<file path="src/rtl/tour_cmd_player.sv">
// tour_cmd_player: replays a stored list of 16-bit commands into RemoteComm, advancing on each ACK.
// Optional build macro TOUR_PLAYER_RETRY_EN: resend an entry once after its first response timeout.
module tour_cmd_player #(
  parameter int         DEPTH      = 32,
  parameter int         TMO_CYCLES = 4_000_000,
  parameter logic [7:0] ACK        = 8'hA5,
  localparam int        FW         = $clog2(DEPTH+1)
) (
  input  logic          clk,
  input  logic          rst_n,
  input  logic          load,
  input  logic [15:0]   load_data,
  input  logic          clear,
  input  logic          start,
  input  logic          abort,
  output logic [15:0]   cmd,
  output logic          send_cmd,
  input  logic          cmd_sent,
  input  logic          resp_rdy,
  input  logic [7:0]    resp,
  output logic          busy,
  output logic          done,
  output logic          err,
  output logic [1:0]    err_code,
  output logic [FW-1:0] fill,
  output logic [FW-1:0] idx
);
  localparam int AW = (DEPTH > 1) ? $clog2(DEPTH) : 1;
  localparam int TW = $clog2(TMO_CYCLES+1);
  localparam logic [TW-1:0] TMO_LAST = TW'(TMO_CYCLES-1);
  localparam logic [TW-1:0] TMO_MAX  = '1;

  typedef enum logic [2:0] {IDLE, ISSUE, WAIT_SENT, WAIT_RESP, DONE, ERR} state_t;
  state_t state, state_nx;

  logic [15:0]   mem [DEPTH];
  logic [TW-1:0] tmo_cnt;
  logic [FW-1:0] idx_inc;
  logic          idle_st, busy_st, start_go, load_go, abort_go;
  logic          ack_hit, nak_hit, tmo_hit, tmo_fail, retry_go;

  assign idle_st  = (state == IDLE) || (state == DONE) || (state == ERR);
  assign busy_st  = (state == ISSUE) || (state == WAIT_SENT) || (state == WAIT_RESP);
  assign start_go = idle_st && start && !clear;
  assign load_go  = idle_st && load && !start && !clear && (fill < FW'(DEPTH));
  assign abort_go = busy_st && abort && !clear;
  assign idx_inc  = idx + FW'(1);
  assign ack_hit  = (state == WAIT_RESP) && resp_rdy && (resp == ACK);
  assign nak_hit  = (state == WAIT_RESP) && resp_rdy && (resp != ACK);
  assign tmo_hit  = (state == WAIT_RESP) && !resp_rdy && (tmo_cnt == TMO_LAST);
  assign tmo_fail = tmo_hit && !retry_go;

`ifdef TOUR_PLAYER_RETRY_EN
  logic retried;
  assign retry_go = tmo_hit && !retried;

  // one resend per entry; re-armed whenever idx moves or a run restarts
  always_ff @(posedge clk or negedge rst_n) begin
    if (!rst_n)                           retried <= 1'b0;
    else if (clear || start_go || ack_hit) retried <= 1'b0;
    else if (retry_go && !abort)           retried <= 1'b1;
  end
`else
  assign retry_go = 1'b0;
`endif

  always_comb begin
    state_nx = state;
    case (state)
      IDLE, DONE, ERR: if (start) state_nx = (fill == '0) ? DONE : ISSUE;
      ISSUE:           state_nx = WAIT_SENT;
      WAIT_SENT:       if (cmd_sent) state_nx = WAIT_RESP;
      WAIT_RESP: begin
        if (ack_hit)      state_nx = (idx_inc == fill) ? DONE : ISSUE;
        else if (nak_hit) state_nx = ERR;
        else if (tmo_hit) state_nx = retry_go ? ISSUE : ERR;
      end
      default:         state_nx = IDLE;
    endcase
    if (abort && busy_st) state_nx = ERR;
    if (clear)            state_nx = IDLE;
  end

  always_ff @(posedge clk or negedge rst_n) begin
    if (!rst_n) state <= IDLE;
    else        state <= state_nx;
  end

  // buffer has no reset; contents survive runs so start replays the list
  always_ff @(posedge clk) begin
    if (load_go) mem[fill[AW-1:0]] <= load_data;
  end

  always_ff @(posedge clk or negedge rst_n) begin
    if (!rst_n) begin
      cmd      <= '0;
      send_cmd <= 1'b0;
      busy     <= 1'b0;
      done     <= 1'b0;
      err      <= 1'b0;
      err_code <= 2'b00;
      fill     <= '0;
      idx      <= '0;
      tmo_cnt  <= '0;
    end else begin
      send_cmd <= (state_nx == ISSUE);
      busy     <= (state_nx == ISSUE) || (state_nx == WAIT_SENT) || (state_nx == WAIT_RESP);
      if (state == WAIT_SENT && cmd_sent)                 tmo_cnt <= '0;
      else if (state == WAIT_RESP && tmo_cnt != TMO_MAX)  tmo_cnt <= tmo_cnt + TW'(1);

      if (clear) begin
        cmd      <= '0;
        done     <= 1'b0;
        err      <= 1'b0;
        err_code <= 2'b00;
        fill     <= '0;
        idx      <= '0;
      end else if (start_go) begin
        idx      <= '0;
        done     <= (fill == '0);
        err      <= 1'b0;
        err_code <= 2'b00;
        if (fill != '0) cmd <= mem[0];
      end else if (load_go) begin
        fill <= fill + FW'(1);
      end else if (abort_go) begin
        err      <= 1'b1;
        err_code <= 2'b11;
      end else if (ack_hit) begin
        idx <= idx_inc;
        if (idx_inc == fill) done <= 1'b1;
        else                 cmd  <= mem[idx_inc[AW-1:0]];
      end else if (nak_hit) begin
        err      <= 1'b1;
        err_code <= 2'b01;
      end else if (tmo_fail) begin
        err      <= 1'b1;
        err_code <= 2'b10;
      end
    end
  end
endmodule

</file>
<file path="config.mk">
export PLATFORM = sky130hd
export DESIGN_NAME = tour_cmd_player
export DESIGN_NICKNAME = d
export VERILOG_FILES = /design/src/rtl/tour_cmd_player.sv
export SDC_FILE = /design/constraint.sdc
export NUM_CORES = 1
export LEC_CHECK = 0
export ABC_AREA = 1
export BUFFER_PORTS_ARGS = -buffer_cell sky130_fd_sc_hd__buf_2
export CORE_AREA = 2 2 327 329
export DETAILED_ROUTE_END_ITERATION = 10
export DIE_AREA = 0 0 329 331
export PLACE_DENSITY = 0.44
export SLEW_MARGIN = 10
export SYNTH_ARGS = -nofsm -noshare
export SYNTH_HDL_FRONTEND = slang
export SYNTH_SLANG_ARGS = --single-unit
</file>
<file path="constraint.sdc">
create_clock -name clk -period 3.9 [get_ports clk]
set_input_delay 0.195 -clock clk [delete_from_list [all_inputs] [get_ports clk]]
set_output_delay 0.195 -clock clk [all_outputs]
set_load 0.03 [all_outputs]
</file>
-- After elaboration in Yosys (flattened, before gate mapping)
Memories as Yosys holds them, arrays and structs flattened.
Cells that the tools add are included.
- register bits: 59
- logic and storage cells: 121
- memory bits (writable): 512
- input bits: 32
- memories kept: 1
- memory list (name ; depth ; width ; read ports ; clocked after Yosys merged registers in ; write ports ; RTL line ; source):
    mem ; 32 ; 16 ; 2 ; 0 ; 1 ; 36 ; logic [15:0] mem [DEPTH];
- reductions and logical operators: 38
- $add $sub $neg: 3
- $lt $le $gt $ge: 1
- multiplexer cells: 49
- equality and inequality tests: 19
- operators with widths (cell ; number):
    two-way mux 16 bit ; 7
    two-way mux 6 bit ; 8
    two-way mux 22 bit ; 2
    two-way mux 3 bit ; 9
    adder 22 x 1 -> 22 bit (second input constant) ; 1
    equality test 22 bit (second input constant) ; 1
    != test 22 bit (second input constant) ; 1
    logical AND 1 bit ; 15
    two-way mux 1 bit ; 15
    two-way mux 2 bit ; 7
    adder 6 x 1 -> 6 bit (second input constant) ; 2
    equality test 3 x 2 -> 1 bit (second input constant) ; 4
    one-hot mux 3 bit (4 select lines) ; 1
    != test 3 bit (second input constant) ; 3
    equality test 8 bit (second input constant) ; 1
    != test 8 bit (second input constant) ; 1
    equality test 3 x 1 -> 1 bit (second input constant) ; 2
    equality test 3 bit (second input constant) ; 2
    equality test 6 bit ; 1
    logical NOT 6 bit ; 1
    logical OR 1 bit ; 6
    < comparator 6 bit (second input constant) ; 1
    AND reduction 3 bit ; 2
    nonzero test 3 bit ; 2
    other kinds (12) ; 15

-- Depth between registers and ports, before layout
Gate-level depths: netlist (run 1).
- word-level depth: 12
- mapped depth: 15

-- Worst setup path before layout (run 1)
Ideal clock, no wire load.
- kind: reg-to-reg
- start point: register fill[5]
- end point: memory mem[0][0], enable pin
- path buffers: 0
- data required time: 3512 ps
- cell stages (with the launch flop): 8
- arrival time: 1929 ps
- path slack: 1583 ps
- cells stage by stage: dfrtp_1 inv_1 nand2_1 nor3_1 nand2_1 clkinv_1 nand2_1 nor2_1
- cells in the longest elaborated chain, start to end: 4
- ends and longest elaborated chain (item ; RTL line ; source):
    start, declared ; 25 ; output logic [FW-1:0] fill,
    start signal, assigned ; 125 ; fill <= fill + FW'(1);
    < comparator 6 bit ; 45 ; assign load_go = idle_st && load && !start && !clear && (fill < FW'(DEPTH));
    logical AND 1 bit ; 45 ;
    two-way mux 1 bit ; 91 ; if (load_go) mem[fill[AW-1:0]] <= load_data;
    two-way mux 1 bit (not written as such) ; 91 ;
    end, declared ; 36 ;
No other way between the ends.

-- Final worst setup path (run 1)
- start point: register idx[0]
- end point: register cmd[14]
- cells in the longest elaborated chain, start to end: 8
- elaborated cells on any way between the ends: 11
- classes of those cells: add/sub: 1; eq/ne: 2; mux: 6; reduce/logical: 1; memory: 1
- ends and longest elaborated chain (item ; RTL line ; source):
    start, declared ; 26 ; output logic [FW-1:0] idx
    start signal, assigned ; 130 ; idx <= idx_inc;
    adder 6 x 1 -> 6 bit (*) ; 47 ; assign idx_inc = idx + FW'(1);
    memory (32 x 16 bit) ; - ;
    two-way mux 16 bit ; 131 ; if (idx_inc == fill) done <= 1'b1;
    two-way mux 16 bit ; 129 ; end else if (ack_hit) begin
    two-way mux 16 bit ; 126 ; end else if (abort_go) begin
    two-way mux 16 bit ; 124 ; end else if (load_go) begin
    two-way mux 16 bit ; 118 ; end else if (start_go) begin
    two-way mux 16 bit ; 111 ; if (clear) begin
    end signal, assigned ; 123 ; if (fill != '0) cmd <= mem[0];
    end signal, assigned ; 132 ; else cmd <= mem[idx_inc[AW-1:0]];
    end, declared ; 16 ; output logic [15:0] cmd,
Mark *: on every way between the ends. The rest lies on a longest branch, timed or not. The select of a mux whose other input is x is not followed.
A chain may end at the register's enable or synchronous reset.

==> results of run 1 <==
==> cell families after synthesis <==
family                   after synthesis  synth area share, %
AO/OA/AOI/OAI                         66                 1.74
flip-flops                           571                 69.8
adder cells (fa/ha/maj)                6                0.311
AND/OR/NAND/NOR                     1330                 24.4
buffers and inverters                178                 3.42
XOR/XNOR                               9                0.327
==> per-layer routing <==
metal	part of all wire [%]	routed length [um]
met1	45	33200
met3	5.8	4290
met4	3.0	2200
met2	46	34300
met5	0.032	24
==> sequential cells by signal (all words and copies together), names as in the netlist <==
name      cells
busy          1
tmo_cnt      22
send_cmd      1
state         3
done          1
fill          6
mem         512
err           1
cmd          16
idx           6
err_code      2
==> path summary, 6_finish.rpt <==
check,end,slack (ns),cells after the start
max,cmd[14]$_DFFE_PN0P_,0.79,10
min,fill[0]$_DFFE_PN0P_,0.05,4
max reg2reg,cmd[14]$_DFFE_PN0P_,0.79,10
min reg2reg,done$_DFFE_PN0P_,0.53,2
max in group asynchronous,cmd[0]$_DFFE_PN0P_,2.75,3
min in group asynchronous,tmo_cnt[19]$_DFFE_PN0P_,0.28,2
==> final cells by class <==
type	instances	area (um2)
tap	1391	1740
sequential	571	16900
inverter	60	235
fill	10900	76800
multi-input combinational	1411	6460
clock inverter	42	438
clock buffer	72	1570
timing repair buffer	121	868
==> cells in the mapped netlist, types with 2 or more instances <==
master / count / area, um2
xor2_1: 7 / 61.3
dfrtp_1: 59 / 1480
o22ai_1: 9 / 56.3
nand3_1: 549 / 2750
nor3_1: 7 / 35.0
o21bai_1: 2 / 15.0
o21ai_1: 9 / 45.0
inv_1: 53 / 199
edfxtp_1: 512 / 15400
nor2_2: 2 / 12.5
nor2_1: 77 / 289
buf_1: 9 / 33.8
nand2_2: 8 / 50.1
inv_2: 3 / 11.3
nor4_1: 2 / 12.5
ha_1: 6 / 75.1
buf_4: 11 / 82.6
clkbuf_1: 25 / 93.8
o31ai_1: 6 / 45.0
or2_2: 16 / 100
nand2_1: 643 / 2410
o21a_1: 2 / 15.0
nand4_1: 15 / 93.8
a21oi_1: 8 / 40.0
buf_6: 4 / 45.0
buf_2: 69 / 345
clkinv_1: 4 / 15.0
o21ai_2: 10 / 87.6
xnor2_1: 2 / 17.5
o21ai_0: 16 / 80.1
nand3_2: 4 / 40.0
nor2_4: 2 / 22.5
==> per-stage QoR <==
stage               hold WS [ns]  utilization [%]  instance area (um2)  total power [mW]
CTS                     0.000649             26.8                28200              14.1
detailed placement         0.434             24.9                26100              8.23
finish                    0.0514             26.8                28200              13.9
floorplan                 -0.101                -                24100              7.78
global placement           0.432             24.9                26100              8.22
global route              0.0713             26.8                28200              14.4
==> power by group through the flow <==
stage          Sequential (mW)  Clock, mW  Combinational, mW
3_3_place_gp              7.15          0               1.06
3_5_place_dp              7.16          0               1.07
6_report                  7.03       5.82               1.06
5_1_grt                   7.04       6.19               1.17
2_1_floorplan             7.25          0              0.529
4_1_cts                   7.03       5.97               1.08
==> worst register-to-register path, cell delays in order, from the launching register on <==
cell,delay (ns)
dfrtp_4,0.56
ha_4,0.53
buf_12,0.40
buf_4,0.58
nand3_1,0.12
nand3_1,0.10
nand3_1,0.15
nand3_1,0.26
nand3_1,0.13
nand3_1,0.11
o21ai_1,0.06
==> impl_metrics.env, run 1 <==
export IMPL_run_status="completed"
export IMPL_antenna_found_initial=3
export IMPL_critPathKind="reg -> reg"
export IMPL_cpLargestDelayFamily="simple AND/OR/NAND/NOR gates"
export IMPL_clock_sinks=571
export IMPL_period_minus_slack_ns=3.11
export IMPL_ys_warn_count=0
export IMPL_crit_path_frequent_cell="nand3_1"
export IMPL_min_period_over_period_pct=79.8
export IMPL_mappedNetlistArea_um2=24100
export IMPL_cts_repair_timing_setup_buffer_count=0
export IMPL_fp_dieW_um=329
export IMPL_crit_slowest_cell="dfrtp_4"
export IMPL_globalRoute_busiestLayer="met2"
export IMPL_nets=2264
export IMPL_dpl_worst_slack_ns=0.828
export IMPL_relSlewSlack_pct=23.9
export IMPL_synthArstFlopShare_pct=10.3
export IMPL_clock_tree_from_tritoncts="built"
export IMPL_start_util_pct=23.0
export IMPL_drt_vias_per_instance=4.51
export IMPL_dpl_cell_count=3550
export IMPL_total_cts_buffers=61
export IMPL_power_switching_share_pct=24.8
export IMPL_combinational_cell_fraction_of_total_power_pct=7.6
export IMPL_grt_max_degree=143
export IMPL_final_critical_path_setup_slack_ns=0.790
export IMPL_synth_cells=2160
export IMPL_die_h_um=331
export IMPL_worst_path_largest_cell_delay_ns=0.56
export IMPL_last_weighted_congestion_value_of_the_routability_driven_placer=0.814
export IMPL_mappedNetlistNets=2198
export IMPL_worstPathArrival_ns=3.62
export IMPL_most_common_cell_after_layout_fill_and_taps_aside="nand2_1"
export IMPL_cts_resized=0
export IMPL_static_leakage_nw=9.99
export IMPL_clock_skew_ns=0.0290
export IMPL_power_density_nw_per_um2=494
export IMPL_layoutNonFillerInstCount=3668
export IMPL_detailedRoute_firstIterationViolations=1523
export IMPL_global_route_overflow_total=0
export IMPL_clk_pin_slew_worst_paths_ns=0.06
export IMPL_seq_area_frac_synth_pct=69.8
export IMPL_number_of_maximum_capacitance_violations=0
export IMPL_setup_tns_ns=0
export IMPL_timing_critical_path_to_type="flip-flop"
export IMPL_vias=16600
export IMPL_synth_flop_cell="edfxtp_1"
export IMPL_core_rowCount=119
export IMPL_drt_first_pass_iters=5
export IMPL_path_buf_inv=2
export IMPL_post_cts_hold_buffer_count=4
export IMPL_first_global_vias=16200
export IMPL_p_seq_share_pct=50.5
export IMPL_critical_path_max_fanout=89
export IMPL_antennaDiodeCount=0
export IMPL_mostFrequentLayoutCells="nand2_1 (643), nand3_1 (549), edfxtp_1 (512)"
export IMPL_die_area_um2=109000
export IMPL_detail_route_drc_violations=0
export IMPL_yosys_cell_types_count=41
export IMPL_clock_latency_ns=0.66
export IMPL_worst_path_required_time_ns=4.41
export IMPL_r2r_start="idx[0]$_DFFE_PN0P_"
export IMPL_grt_use_met2_pct=21.7
export IMPL_tightestPinTransition_ns=1.14
export IMPL_grt_met3_usage_pct=2.11
export IMPL_fp_coreArea_um2=105000
export IMPL_hold_violations=0
export IMPL_setup_crit_start_kind="flip-flop"
export IMPL_global_route_usage_total_pct=13.4
export IMPL_global_route_usage_met1_pct=18.2
export IMPL_timing_hold_worst_class="in -> reg"
export IMPL_drt_wl_total_um=74000
export IMPL_cts_path_max_buffers=3
export IMPL_ant_nets=0
export IMPL_p_int_mw=10.5
export IMPL_setup_viol_count_final=0
export IMPL_cts_root_buf="clkbuf_16"
export IMPL_ir_worst_vdd_v=0.000368
export IMPL_grt_setup_unrepaired="no"
export IMPL_min_delay_start="start"
export IMPL_detailed_place_hpwl_um=42300
export IMPL_critical_path_cell_sequence="ha_4, buf_12, buf_4, nand3_1, nand3_1, nand3_1, nand3_1, nand3_1, nand3_1, o21ai_1"
export IMPL_areaGrowthSynthToFinish_pct=16.7
export IMPL_timing_final_max_slew_violations=0
export IMPL_grt_first_pass_wirelength_um=109000
export IMPL_place_port_buffers=65
export IMPL_achievable_frequency_mhz=321
export IMPL_final_routed_wire_length_divided_by_cell_count_um=20.2
export IMPL_switchingPower_mw=3.45
export IMPL_launching_element_of_the_worst_setup_path="idx[0]$_DFFE_PN0P_"
export IMPL_ys_seq_elements=571
export IMPL_design_portCount=66
export IMPL_post_route_cells_drive_above_1_share_pct=11.2
export IMPL_clock_power_share_pct=41.8
export IMPL_syn_mean_instance_area_um2=11.2
export IMPL_h_tree_level_count=2
export IMPL_synth_edf_count=512
No activity file was read; power rests on OpenSTA's default activity.
==> inputs of run 2 (changes only) <==
--- a/config.mk
+++ b/config.mk
@@ -5,11 +5,11 @@
 export SDC_FILE = /design/constraint.sdc
 export NUM_CORES = 1
 export LEC_CHECK = 0
-export ABC_AREA = 1
+export ABC_AREA = 0
 export BUFFER_PORTS_ARGS = -buffer_cell sky130_fd_sc_hd__buf_2
-export CORE_AREA = 2 2 327 329
+export CORE_AREA = 2 2 320 322
 export DETAILED_ROUTE_END_ITERATION = 10
-export DIE_AREA = 0 0 329 331
+export DIE_AREA = 0 0 322 324
 export PLACE_DENSITY = 0.44
 export SLEW_MARGIN = 10
 export SYNTH_ARGS = -nofsm -noshare
==> constraint.sdc (replaced) <==
create_clock -name clk -period 3.2 [get_ports clk]
set_input_delay 0.16 -clock clk [delete_from_list [all_inputs] [get_ports clk]]
set_output_delay 0.16 -clock clk [all_outputs]
set_load 0.03 [all_outputs]
==> run 2 against run 1 <==
Compared with the run above: global-route usage down 0.72 points; synthesized cell count down 41%; non-clock buffer count rose by 20; clock power up 15%; total power grew 15%; combinational power decreased by 23%; critical path type unchanged; largest power group unchanged.
==> impl_metrics.env, run 2 <==
export IMPL_syn_mean_instance_area_um2=18.1
export IMPL_grt_setup_unrepaired="no"
export IMPL_seq_cell_area_um2=16900
export IMPL_cts_resized=0
export IMPL_period_minus_slack_ns=2.77
export IMPL_global_route_usage_total_pct=12.7
export IMPL_timing_critical_path_to_type="flip-flop"
export IMPL_setup_tns_ns=0
export IMPL_min_period_over_period_pct=86.5
export IMPL_last_weighted_congestion_value_of_the_routability_driven_placer=0.830
export IMPL_worst_path_largest_cell_delay_ns=0.49
export IMPL_dpl_instance_area_um2=25400
export IMPL_r2r_start="state[0]$_DFF_PN0_"
export IMPL_combinational_cell_fraction_of_total_power_pct=5.1
export IMPL_layoutNonFillerInstCount=2761
export IMPL_static_leakage_nw=8.60
export IMPL_clock_tree_from_tritoncts="built"
export IMPL_detail_route_drc_violations=0
export IMPL_path_buf_inv=2
export IMPL_design_portCount=66
export IMPL_core_rowCount=117
export IMPL_clk_pin_slew_worst_paths_ns=0.06
export IMPL_ys_seq_elements=571
export IMPL_crit_path_frequent_cell="buf_4"
export IMPL_mostFrequentLayoutCells="edfxtp_1 (512), nand2_1 (142), mux4_2 (128)"
export IMPL_p_int_mw=12.4
export IMPL_worstReg2RegEnd="mem[1][15]$_DFFE_PP_"
export IMPL_min_delay_start="start"
export IMPL_run_status="completed"
export IMPL_number_of_maximum_capacitance_violations=0
export IMPL_worstSetupPathDepth=7
export IMPL_yosys_cell_types_count=66
export IMPL_clock_power_share_pct=41.6
export IMPL_detailed_place_hpwl_um=41900
export IMPL_die_h_um=324
export IMPL_timing_hold_worst_class="in -> reg"
export IMPL_cts_root_buf="clkbuf_16"
export IMPL_p_seq_share_pct=53.3
export IMPL_worstPathArrival_ns=3.06
export IMPL_synth_area_top_cells="edfxtp_1 (67%), mux4_2 (13%), dfrtp_1 (6.4%)"
export IMPL_detailedRoute_firstIterationViolations=1156
export IMPL_h_tree_level_count=2
export IMPL_relSlewSlack_pct=38.0
export IMPL_power_density_nw_per_um2=588
export IMPL_timing_hold_worst_endpoint="done$_DFFE_PN0P_"
export IMPL_clock_skew_ns=0.0189
export IMPL_r2r_setup_slack_ns=0.43
export IMPL_worst_path_required_time_ns=3.49
export IMPL_clock_sinks=571
export IMPL_final_area_um2=27300
export IMPL_ir_worst_vdd_v=0.000542
export IMPL_synthArstFlopShare_pct=10.3
export IMPL_post_cts_hold_buffer_count=3
export IMPL_setup_viol_count_final=0
export IMPL_filler_cell_count=10200
export IMPL_worst_hold_path_num_cells=4
export IMPL_critical_path_cell_sequence="nor2b_1, nor3_1, and3_1, nand2_1, buf_4, nor2_1, buf_4"
export IMPL_power_switching_share_pct=22.8
export IMPL_synthDominantCellAreaShare_pct=66.7
export IMPL_crit_slowest_cell="dfrtp_1"
export IMPL_most_common_cell_after_layout_fill_and_taps_aside="edfxtp_1"
export IMPL_synth_flop_cell="edfxtp_1"
export IMPL_cts_path_max_buffers=3
export IMPL_hold_violations=0
export IMPL_place_port_buffers=65
export IMPL_cts_repair_timing_setup_buffer_count=0
export IMPL_grt_first_pass_wirelength_um=95000
export IMPL_multi_input_area_um2=5870
export IMPL_fp_coreArea_um2=101000
export IMPL_final_routed_wire_length_divided_by_cell_count_um=23.9
export IMPL_seq_area_frac_synth_pct=73.1
export IMPL_antenna_found_initial=9
export IMPL_post_route_util_pct=27.0
export IMPL_cpLargestDelayFamily="simple AND/OR/NAND/NOR gates"
export IMPL_areaGrowthSynthToFinish_pct=18.4
export IMPL_mappedNetlistArea_um2=23000
export IMPL_critPathKind="reg -> reg"
export IMPL_dpl_cell_count=2648
export IMPL_first_global_vias=12600
export IMPL_dpl_worst_slack_ns=0.429
export IMPL_synth_commonest_cells="edfxtp_1 (512), nand2_1 (142), mux4_2 (128)"
export IMPL_achievable_frequency_mhz=361
export IMPL_drt_vias_per_instance=4.52
export IMPL_ant_nets=0
export IMPL_ys_warn_count=0
export IMPL_synth_cells=1271
export IMPL_fin_total_pwr_mw=16.0
export IMPL_mappedNetlistNets=1309
export IMPL_grt_max_degree=52
export IMPL_nets=1442
export IMPL_largest_area_contributor_in_the_synthesized_netlist="edfxtp_1"
export IMPL_vias=12500
export IMPL_post_synth_top_count_cell="edfxtp_1"
export IMPL_start_util_pct=22.8
export IMPL_timing_final_max_slew_violations=0
export IMPL_tightestPinTransition_ns=0.930
export IMPL_fp_dieW_um=322
export IMPL_setup_crit_start_kind="flip-flop"
export IMPL_r2r_worst_path_cells=7
export IMPL_critical_path_max_fanout=15
export IMPL_drt_wl_total_um=66100
export IMPL_die_area_um2=104000
export IMPL_largest_register_ff_count=512
export IMPL_post_route_cells_drive_above_1_share_pct=27.0
export IMPL_final_hold_worst_slack_ns=0.0676
export IMPL_final_critical_path_setup_slack_ns=0.431
export IMPL_total_cts_buffers=60
export IMPL_global_route_overflow_total=0
export IMPL_switchingPower_mw=3.65
export IMPL_drt_first_pass_iters=5
export IMPL_clock_latency_ns=0.62
export IMPL_synth_edf_count=512
run 2: logic make-up (layout without fill, tap and decap cells):
| group | count (synthesis) | in the layout | synth area share (%) |
|---|---|---|---|
| flops | 571 | 571 | 73.1 |
| simple gates | 345 | 345 | 7.15 |
| mux | 148 | 148 | 13.4 |
| compound gates | 93 | 93 | 3.18 |
| buf+inv | 79 | 257 | 1.62 |
| xor+xnor | 29 | 29 | 1.18 |
| fa+ha+maj | 6 | 6 | 0.326 |
| other cells | 0 | 3 | 0 |
run 2: final cells by class:
type | instances | area share (%)
inverters | 9 | 0.124
multi-input cells | 621 | 21.5
clock buffers | 79 | 5.84
repair buffers | 141 | 3.77
flip-flops and latches | 571 | 61.8
clock inverters | 28 | 0.931
well taps | 1309 | 6.00
diodes | 3 | 0.0275
run 2: worst max path at each step:
stage                        from                   end  slack (ns)
2_1_floorplan  state[0]$_DFF_PN0_  mem[15][0]$_DFFE_PP_        0.47
3_3_place_gp   idx[0]$_DFFE_PN0P_   cmd[14]$_DFFE_PN0P_        0.44
3_5_place_dp   idx[0]$_DFFE_PN0P_   cmd[14]$_DFFE_PN0P_        0.43
4_1_cts        idx[0]$_DFFE_PN0P_   cmd[14]$_DFFE_PN0P_        0.43
5_1_grt        state[0]$_DFF_PN0_  mem[23][5]$_DFFE_PP_        0.27
6_report       state[0]$_DFF_PN0_  mem[1][15]$_DFFE_PP_        0.43
run 2: metal layers:
layer,vias up,track usage [%],share of wire (%)
met5,-,0,0.11
met4,14,3.08,2.3
met3,93,2.24,5.3
met2,354,20.8,48
met1,6657,17.3,44
li1,5356,-,-
run 2: worst register-to-register path, delay by kind of cell, from the launching register on:
family / cells / cell delay, ns
buffers and inverters: 2 / 0.52
flip-flops: 1 / 0.49
AND/OR/NAND/NOR: 5 / 1.42
run 2: power by group through the flow:
stage | clock (mW) | combinational, mW | sequential (mW)
floorplan | 0 | 0.408 | 8.69
global placement | 0 | 0.811 | 8.69
detailed placement | 0 | 0.829 | 8.69
CTS | 6.86 | 0.833 | 8.54
global route | 7.13 | 0.905 | 8.56
finish | 6.67 | 0.818 | 8.54
